**config.mk**
```make
export PLATFORM = sky130hd
export DESIGN_NAME = muldiv_unit
export DESIGN_NICKNAME = d
export VERILOG_FILES = /design/src/rtl/muldiv_pkg.sv /design/src/rtl/muldiv_step.sv /design/src/rtl/muldiv_unit.sv
export SDC_FILE = /design/constraint.sdc
export NUM_CORES = 1
export LEC_CHECK = 0
export ABC_AREA = 1
export ABC_CLOCK_PERIOD_IN_PS = 2400
export CAP_MARGIN = 20
export CORE_MARGIN = 10
export CORE_UTILIZATION = 31
export DETAILED_ROUTE_END_ITERATION = 7
export DONT_BUFFER_PORTS = 1
export PLACE_DENSITY = 0.44
export SYNTH_ARGS = -nofsm -noshare
export SYNTH_HDL_FRONTEND = slang
export SYNTH_SLANG_ARGS = --single-unit
export TNS_END_PERCENT = 20
```
**constraint.sdc**
```tcl
create_clock -name clk -period 2.4 [get_ports clk]
set_input_delay 0.72 -clock clk [delete_from_list [all_inputs] [get_ports clk]]
set_output_delay 0.72 -clock clk [all_outputs]
set_load 0.005 [all_outputs]
```
**src/rtl/muldiv_pkg.sv**
```systemverilog
// Shared definitions for the iterative multiply/divide unit:
// op encodings, FSM states and iteration mode.
package muldiv_pkg;

  localparam logic [2:0] MD_MULT  = 3'd0;
  localparam logic [2:0] MD_MULTU = 3'd1;
  localparam logic [2:0] MD_DIV   = 3'd2;
  localparam logic [2:0] MD_DIVU  = 3'd3;
  localparam logic [2:0] MD_MTHI  = 3'd4;
  localparam logic [2:0] MD_MTLO  = 3'd5;

  typedef enum logic [1:0] {IDLE, CALC, FIX} state_e;

  typedef enum logic {STEP_MUL, STEP_DIV} step_mode_e;

  function automatic logic is_div_op(logic [2:0] op);
    return (op == MD_DIV) || (op == MD_DIVU);
  endfunction

  function automatic logic is_arith_op(logic [2:0] op);
    return op <= MD_DIVU;
  endfunction

  function automatic logic is_signed_op(logic [2:0] op);
    return (op == MD_MULT) || (op == MD_DIV);
  endfunction

endpackage

```
**src/rtl/muldiv_step.sv**
```systemverilog
// One combinational iteration: shift-add multiply step or restoring divide step.
module muldiv_step
  import muldiv_pkg::*;
#(
  parameter int unsigned WIDTH = 32
) (
  input  logic                 mode,
  input  logic [2*WIDTH-1:0]   acc,
  input  logic [WIDTH-1:0]     operand,
  output logic [2*WIDTH-1:0]   acc_next,
  output logic                 q_bit
);

  logic [WIDTH:0] sum;
  logic [WIDTH:0] diff;

  assign sum  = {1'b0, acc[2*WIDTH-1:WIDTH]} + {1'b0, operand};
  assign diff = acc[2*WIDTH-1:WIDTH-1] - {1'b0, operand};

  // Divide: the shifted partial remainder is WIDTH+1 bits; no borrow means the bit is 1.
  always_comb begin
    acc_next = '0;
    q_bit    = 1'b0;
    if (mode == STEP_DIV) begin
      q_bit    = ~diff[WIDTH];
      acc_next = {(q_bit ? diff[WIDTH-1:0] : acc[2*WIDTH-2:WIDTH-1]), acc[WIDTH-2:0], 1'b0};
    end else if (acc[0]) begin
      acc_next = {sum, acc[WIDTH-1:1]};
    end else begin
      acc_next = {1'b0, acc[2*WIDTH-1:1]};
    end
  end

endmodule

```
**src/rtl/muldiv_unit.sv**
```systemverilog
// Iterative multiply/divide unit with architectural HI/LO registers,
// start/busy/done handshake and flush abort.
module muldiv_unit
  import muldiv_pkg::*;
#(
  parameter int unsigned WIDTH = 32
) (
  input  logic             clk,
  input  logic             rst_n,
  input  logic             start,
  input  logic [2:0]       op,
  input  logic [WIDTH-1:0] src_a,
  input  logic [WIDTH-1:0] src_b,
  input  logic             flush,
  output logic             busy,
  output logic             done,
  output logic             div_zero,
  output logic [WIDTH-1:0] hi,
  output logic [WIDTH-1:0] lo
);

  localparam int unsigned CNT_W = $clog2(WIDTH + 1);
  localparam int unsigned AW    = 2 * WIDTH;

  state_e           state, state_next;
  logic [CNT_W-1:0] cnt;
  logic [AW-1:0]    acc, step_acc;
  logic [WIDTH-1:0] opnd;
  step_mode_e       mode;
  logic             step_q, sign_q, sign_r, dz;
  logic             accept_md, accept_dz, we_hi, we_lo, iter, commit;
  logic             a_neg, b_neg, op_div;
  logic [WIDTH-1:0] a_mag, b_mag, res_hi, res_lo, quo, rem;
  logic [AW-1:0]    prod;

  muldiv_step #(.WIDTH(WIDTH)) u_step (
    .mode     (mode),
    .acc      (acc),
    .operand  (opnd),
    .acc_next (step_acc),
    .q_bit    (step_q)
  );

  always_ff @(posedge clk) begin
    if (!rst_n) state <= IDLE;
    else        state <= state_next;
  end

  always_comb begin
    state_next = state;
    accept_md  = 1'b0;
    accept_dz  = 1'b0;
    we_hi      = 1'b0;
    we_lo      = 1'b0;
    iter       = 1'b0;
    commit     = 1'b0;
    case (state)
      IDLE: begin
        if (start && !flush) begin
          if (is_div_op(op) && (src_b == '0)) begin
            accept_dz  = 1'b1;
            state_next = FIX;
          end else if (is_arith_op(op)) begin
            accept_md  = 1'b1;
            state_next = CALC;
          end else if (op == MD_MTHI) begin
            we_hi = 1'b1;
          end else if (op == MD_MTLO) begin
            we_lo = 1'b1;
          end
        end
      end
      CALC: begin
        if (flush) begin
          state_next = IDLE;
        end else begin
          iter = 1'b1;
          if (cnt == CNT_W'(WIDTH - 1)) state_next = FIX;
        end
      end
      FIX: begin
        state_next = IDLE;
        commit     = !flush;
      end
      default: state_next = IDLE;
    endcase
  end

  // Operand magnitudes and signs captured at accept.
  always_comb begin
    op_div = is_div_op(op);
    a_neg  = is_signed_op(op) & src_a[WIDTH-1];
    b_neg  = is_signed_op(op) & src_b[WIDTH-1];
    a_mag  = a_neg ? (WIDTH'(0) - src_a) : src_a;
    b_mag  = b_neg ? (WIDTH'(0) - src_b) : src_b;
  end

  // Sign fix-up of the unsigned result; most-negative / -1 wraps to itself naturally.
  always_comb begin
    prod = sign_q ? (AW'(0) - acc) : acc;
    quo  = sign_q ? (WIDTH'(0) - acc[WIDTH-1:0]) : acc[WIDTH-1:0];
    rem  = sign_r ? (WIDTH'(0) - acc[AW-1:WIDTH]) : acc[AW-1:WIDTH];
    if (mode == STEP_DIV) begin
      res_hi = rem;
      res_lo = quo;
    end else begin
      res_hi = prod[AW-1:WIDTH];
      res_lo = prod[WIDTH-1:0];
    end
  end

  always_ff @(posedge clk) begin
    if (!rst_n) begin
      cnt      <= '0;
      acc      <= '0;
      opnd     <= '0;
      mode     <= STEP_MUL;
      sign_q   <= 1'b0;
      sign_r   <= 1'b0;
      dz       <= 1'b0;
      hi       <= '0;
      lo       <= '0;
      busy     <= 1'b0;
      done     <= 1'b0;
      div_zero <= 1'b0;
    end else begin
      busy     <= (state_next != IDLE);
      done     <= commit;
      div_zero <= commit & dz;
      if (accept_md) begin
        cnt    <= '0;
        mode   <= op_div ? STEP_DIV : STEP_MUL;
        opnd   <= op_div ? b_mag : a_mag;
        acc    <= {WIDTH'(0), (op_div ? a_mag : b_mag)};
        sign_q <= a_neg ^ b_neg;
        sign_r <= a_neg;
        dz     <= 1'b0;
      end
      // Divide by zero preloads the final HI/LO so FIX needs no special case.
      if (accept_dz) begin
        mode   <= STEP_DIV;
        acc    <= {src_a, {WIDTH{1'b1}}};
        sign_q <= 1'b0;
        sign_r <= 1'b0;
        dz     <= 1'b1;
      end
      if (iter) begin
        acc <= step_acc | AW'(step_q);
        cnt <= cnt + CNT_W'(1);
      end
      if (commit) begin
        hi <= res_hi;
        lo <= res_lo;
      end
      if (we_hi) hi <= src_a;
      if (we_lo) lo <= src_a;
    end
  end

endmodule

```
**Word-level counts from Yosys, hierarchy flattened**

Cells that the tools add are included.

- Register bits: 175
- Input port bits: 71

- $add $sub $neg: 8
- $lt $le $gt $ge: 1
- Equal/unequal tests: 7
- Mux-type cells: 54
- Bitwise logic cells: 7
- Reduce and logical (&&, ||, !) cells: 15

Operator list:

| kind | number |
|---|---|
| $mux W32 | 13 |
| $mux W64 | 6 |
| $sub A1 B32 Y32 const A | 4 |
| $or A64 B1 Y64 | 1 |
| $sub A1 B64 Y64 const A | 1 |
| $add A32 B32 Y33 | 1 |
| $sub A33 B32 Y33 | 1 |
| $logic_not A32 Y1 | 1 |
| $mux W1 | 27 |
| $mux W6 | 2 |
| $mux W2 | 5 |
| $reduce_bool A2 Y1 | 5 |
| $add A6 B1 Y6 const B | 1 |
| $eq A3 B2 Y1 const B | 2 |
| $eq A3 B3 Y1 const B | 2 |
| $eq A6 B5 Y1 const B | 1 |
| $pmux W2 S2 | 1 |
| $and A1 B1 Y1 | 3 |
| $le A3 B2 Y1 const B | 1 |
| $logic_not A3 Y1 | 1 |
| $reduce_bool A3 Y1 | 1 |
| $eq A2 B1 Y1 const B | 1 |
| $eq A2 B2 Y1 const B | 1 |
| $logic_and A1 B1 Y1 | 2 |
| other kinds (6) | 8 |

**Depth between registers and ports, before layout**

- Word-level depth: 9
- Depth in mapped cells: 20

**Modules after synthesis**

From an unflattened synthesis, not the netlist that was laid out.

- Cells, all modules: 3,389
- Area, all modules: 18,480.2 um^2

By module, submodules not included:

| module | instances | cells each | area each (um^2) | sequential area each (um^2) |
|---|---|---|---|---|
| muldiv_unit | 1 | 2,105 | 12,333.1 | 3,503.4 |
| muldiv_step | 1 | 1,284 | 6,147.1 | 0.0 |

**Least setup slack after synthesis**

No wires, ideal clock.

- Path type: register -> register
- From: register acc[31]
- To: register acc[43]
- Library setup time: 134 ps
- Arrival time: 2,290 ps
- Required time: 2,266 ps
- Path slack: -23 ps
- Stages on the path, launching flop included: 21
- Buffers on the path: 1
- Clock period less this slack: 2,423 ps
- Cells stage by stage: dfxtp_1 inv_1 ha_1 fa_1 inv_1 nand3_1 nand2_2 nand2_1 nand2_2 nand2_1 nand2_1 nand2_1 nand2_1 nand2_1 nand2_2 buf_6 nand2_1 nand3_1 nand2_1 nand2_1 a21oi_1

- Longest elaborated chain between the ends: 5

RTL lines:

| element | RTL line | source |
|---|---|---|
| start: declaration | muldiv_unit.sv:27 | `logic [AW-1:0] acc, step_acc;` |
| start signal: assignment | muldiv_unit.sv:134 | `acc <= {WIDTH'(0), (op_div ? a_mag : b_mag)};` |
| start signal: assignment | muldiv_unit.sv:142 | `acc <= {src_a, {WIDTH{1'b1}}};` |
| start signal: assignment | muldiv_unit.sv:148 | `acc <= step_acc \| AW'(step_q);` |
| $sub A33 B32 Y33 | muldiv_step.sv:18 | `assign diff = acc[2*WIDTH-1:WIDTH-1] - {1'b0, operand};` |
| $mux W32 | muldiv_step.sv:26 | `acc_next = {(q_bit ? diff[WIDTH-1:0] : acc[2*WIDTH-2:WIDTH-1]), acc[WIDTH-2:0], 1'b0};` |
| $mux W64 | muldiv_step.sv:24 | `if (mode == STEP_DIV) begin` |
| $or A64 B1 Y64 | muldiv_unit.sv:148 |  |
| $mux W64 | muldiv_unit.sv:147 | `if (iter) begin` |

No other way between the ends.
A chain may end at the register's enable or synchronous reset.

**Worst setup path after layout**

- From: register opnd[25]
- To: register acc[58]

- Longest elaborated chain between the ends: 5
- Elaborated cells between the ends (all ways): 7
- Those cells by class: 2 x add/sub; 4 x mux; 1 x bitwise

RTL lines:

| element | RTL line | source |
|---|---|---|
| start: declaration | muldiv_unit.sv:28 | `logic [WIDTH-1:0] opnd;` |
| start signal: assignment | muldiv_unit.sv:133 | `opnd <= op_div ? b_mag : a_mag;` |
| $sub A33 B32 Y33 or $add A32 B32 Y33 (tied branches) | muldiv_step.sv:18, muldiv_step.sv:17 |  |
| $mux W32 or $mux W64 (tied branches) | muldiv_step.sv:26, muldiv_step.sv:27 |  |
| $mux W64 * | muldiv_step.sv:24 |  |
| $or A64 B1 Y64 * | muldiv_unit.sv:148 |  |
| $mux W64 * | muldiv_unit.sv:147 |  |

Mark *: on every way between the ends. The rest lies on a longest branch, timed or not.

==> impl_metrics.csv <==
group,metric,value,unit
hold_path,hold_path_class,"input port to flop",
timing,clock_skew,17.94,ps
layout,regArea,3562,um^2
power_and_ir_drop,p_leak,12.13,nW
synth,synth_top_cell_by_area,"nand2_1",
clock_network,cts_tree,"built",
floorplan,core,58800,um^2
placement,post-place-ws,-450.2,ps
hold_path,worstHoldStart,"rst_n",
power_and_ir_drop,p_sw_share,41.17,%
drt,drtIter0Drc,2459,
timing,max_freq,0.4002,GHz
floorplan,die_y,263.2,um
power_and_ir_drop,power.switching,4.504,mW
clock_network,clockBufferDepth,2,
timing,rsz0062_at_grt,"yes",
floorplan,ios,138,
synth,yosys_register_bits,175,
floorplan,dieArea,69260,um^2
synth,syn_area_per_cell,5.496,um^2
timing,drv_slew,0,
outcome,outcome,"complete, but fails checks",
synth,synthCells,3335,
global_route,overflow,0,
critical_path,crit_start,"opnd[25]",
critical_path,crit_path_start_kind,"flop",
clock_network,clkTransAtPathRegs,80,ps
synth,netlist.area_leader.share,21.81,%
critical_path,crit_path_end_kind,"flop",
global_route,grt_use_met1,35.60,%
layout,layout-drive-gt1-share,22.45,%
synth,synth_edf_count,0,
hold_path,hold_depth,2,
synth,synthTopCellsByCount,"1065 x nand2_1, 445 x inv_1, 307 x nor2_1, 274 x nand3_1, 255 x a21oi_1",
global_route,met2_usage,48.37,%
synth,synth_area,18330,um^2
run,drv_cap,0,
synth,synthArstFlopShare,0,%
clock_network,clkSinkCount,175,
layout,fin_nets,3925,
critical_path,worst-setup-path-type,"flop to flop",
power_and_ir_drop,sequentialPowerShare,28.6,%
critical_path,reg2reg_from,"opnd[25]",
synth,ys_seq_area_share,19.11,%
synth,yosys-top-cells-area,"nand2_1 22%, dfxtp_1 19%, inv_1 9.1%, nand3_1 7.5%, a21oi_1 7.0%",
power_and_ir_drop,power,10.94,mW
drt,remaining_drc_errors,0,
layout,area_growth,35.19,%
clock_network,cts_buffers,17,
synth,synth-compound-area-share,18.19,%
timing,tightestPinTransition,791.0,ps
placement,hpwl,86.92,mm
synth,synth_fa_ha_area_share,4.928,%
critical_path,crit_arrival,2900,ps
drt,wirelength,106.9,mm
timing,fin_crit_sh,104.1,%
drt,dr_total_vias,24490,
clock_network,root_buffer,"clkbuf_16",
outcome,violations,"setup timing",
power_and_ir_drop,peakVddDrop,0.6465,mV
global_route,grt_pass1_vias,23360,
synth,synth_top_family_by_area,"simple AND/OR/NAND/NOR gates",
power_and_ir_drop,power.density,441.4,nW/um^2
floorplan,rows,89,
placement,finalWeightedCongestion,1.074,
timing,fin_crit,2499,ps
clock_network,cts_max_level,4,
power_and_ir_drop,internal_power,6.435,mW
timing,hold_viol,0,
floorplan,die_w,263.2,um
global_route,antenna_found_initial,0,
drt,wl_per_cell,23.39,um
global_route,grt_max_degree,76,
timing,layout_setup_ws,-98.57,ps
synth,syn_nets,3477,
drt,viasPerCell,5.362,
layout,multi_input_area,13410,um^2
synth,synth-simple-area-share,40.89,%
drt,dr.pass1.iters,6,
global_route,grt_util_met3,5.131,%
layout,n_fill_cell,6502,
synth,synth_warnings,0,
global_route,grt-busiest-layer,"met2",
critical_path,worst-path-max-fanout,7,
synth,synth_xor_area_share,4.300,%
critical_path,critPathRequiredTime,2800,ps
layout,antenna_cells,0,
drt,ant_nets,0,
timing,finalSetupViolCount,34,
power_and_ir_drop,power_frac_comb,43.7,%
power_and_ir_drop,clkPwrFrac,27.7,%
clock_network,clk_latency,510,ps
global_route,track_usage,29.46,%
timing,relSlewSlack,46.71,%
synth,synthFlopType,"dfxtp_1",
synth,yosysMostFrequentCell,"nand2_1",
timing,tns,-1944,ps
floorplan,initial_core_util,31.18,%
global_route,grt_pass1_wl,153.4,mm
synth,synth.area.mux_share,0.1638,%
synth,ys_types,55,
critical_path,ff2ff_path_depth,21,
placement,portBuffers,0,
## cell usage in the layout (no fill, tap or decap), drive strengths merged, types with 2 or more instances in the layout
master,n
and2,5
o21ai,245
xor2,75
nand2,1071
clkinvlp,4
nor4,6
a21o,3
nand3,286
o21bai,4
inv,457
dfxtp,175
a221oi,2
ha,69
o211ai,26
xnor2,15
or2,7
clkbuf,21
mux2i,3
nor3,47
bufinv,2
o21a,2
fa,2
nand4,43
a31oi,52
buf,555
clkinv,6
o22ai,16
a211oi,7
nor2,316
a21oi,259
nand3b,7
## worst max-delay path, stage by stage, from the launching register on
cell	delay (ps)
dfxtp_2	360
buf_12	120
clkinvlp_4	130
ha_4	280
nand2_2	60
nand2_2	60
nand2_2	60
nand2_2	50
nand2_1	50
nand2_1	70
a21oi_2	160
buf_4	160
nand3_4	80
nand2_4	90
buf_12	110
buf_12	110
buf_16	130
nand2_1	50
nand3_1	70
nand2_1	50
nand2_1	60
a21oi_2	50
## final timing paths
path	slack, ps	end
max	-100	acc[58]
min	340	acc[5]
max reg2reg	-100	acc[58]
min reg2reg	480	cnt[4]
## power by group through the flow
stage | Sequential [mW] | Clock (mW) | Combinational (mW)
after floorplan | 3.14 | 0 | 2.20
after global placement | 3.19 | 0 | 4.24
after detailed placement | 3.19 | 0 | 4.22
after CTS | 3.12 | 3.06 | 4.46
after global routing | 3.14 | 3.18 | 5.12
final | 3.13 | 3.03 | 4.78
## layer usage
layer / vias to the layer above / part of all wire, %
li1: 11670 / -
met4: 0 / 6.4
met2: 1018 / 46
met3: 229 / 7.0
met5: - / 0
met1: 11580 / 41
## per-stage QoR
step / instances / utilization (%) / cell area [um^2] / hold slack, ps
after floorplan: 3335 / - / 18330 / 419.1
after global placement: 4514 / 39.15 / 23020 / 453.6
after detailed placement: 4514 / 39.15 / 23020 / 472.6
after CTS: 4559 / 40.89 / 24040 / 332.2
after global routing: 4568 / 42.15 / 24780 / 334.8
final: 4568 / 42.15 / 24780 / 343.4
## registers in the layout, summed over array words and instances (netlist names)
| register | cells |
|---|---|
| lo | 32 |
| opnd | 32 |
| hi | 32 |
| done | 1 |
| busy | 1 |
| acc | 64 |
| sign_r | 1 |
| div_zero | 1 |
| state | 2 |
| dz | 1 |
| sign_q | 1 |
| cnt | 6 |
| mode | 1 |
## kinds of logic after synthesis
kind of cell             count (synthesis)
AO/OA/AOI/OAI                          620
XOR/XNOR                                90
adder cells (fa/ha/maj)                 71
buffers and inverters                  585
flip-flops                             175
multiplexers                             3
AND/OR/NAND/NOR                       1791
## area by class of cell
type,instances,area share (%)
Tap cell,773,3.903
Inverter,458,7.013
Timing Repair Buffer,556,18.25
Sequential cell,175,14.38
Clock inverter,11,0.5403
Clock buffer,20,1.803
Multi-Input combinational cell,2575,54.12
## repair_timing
action	4_1_cts	5_1_grt
pin swaps	20	45
hold buffers	0	0
gates cloned	3	1
endpoints found under the setup margin	42	82
buffers inserted	11	10
resized for setup	78	170
Power figures use the tool's default switching activity.
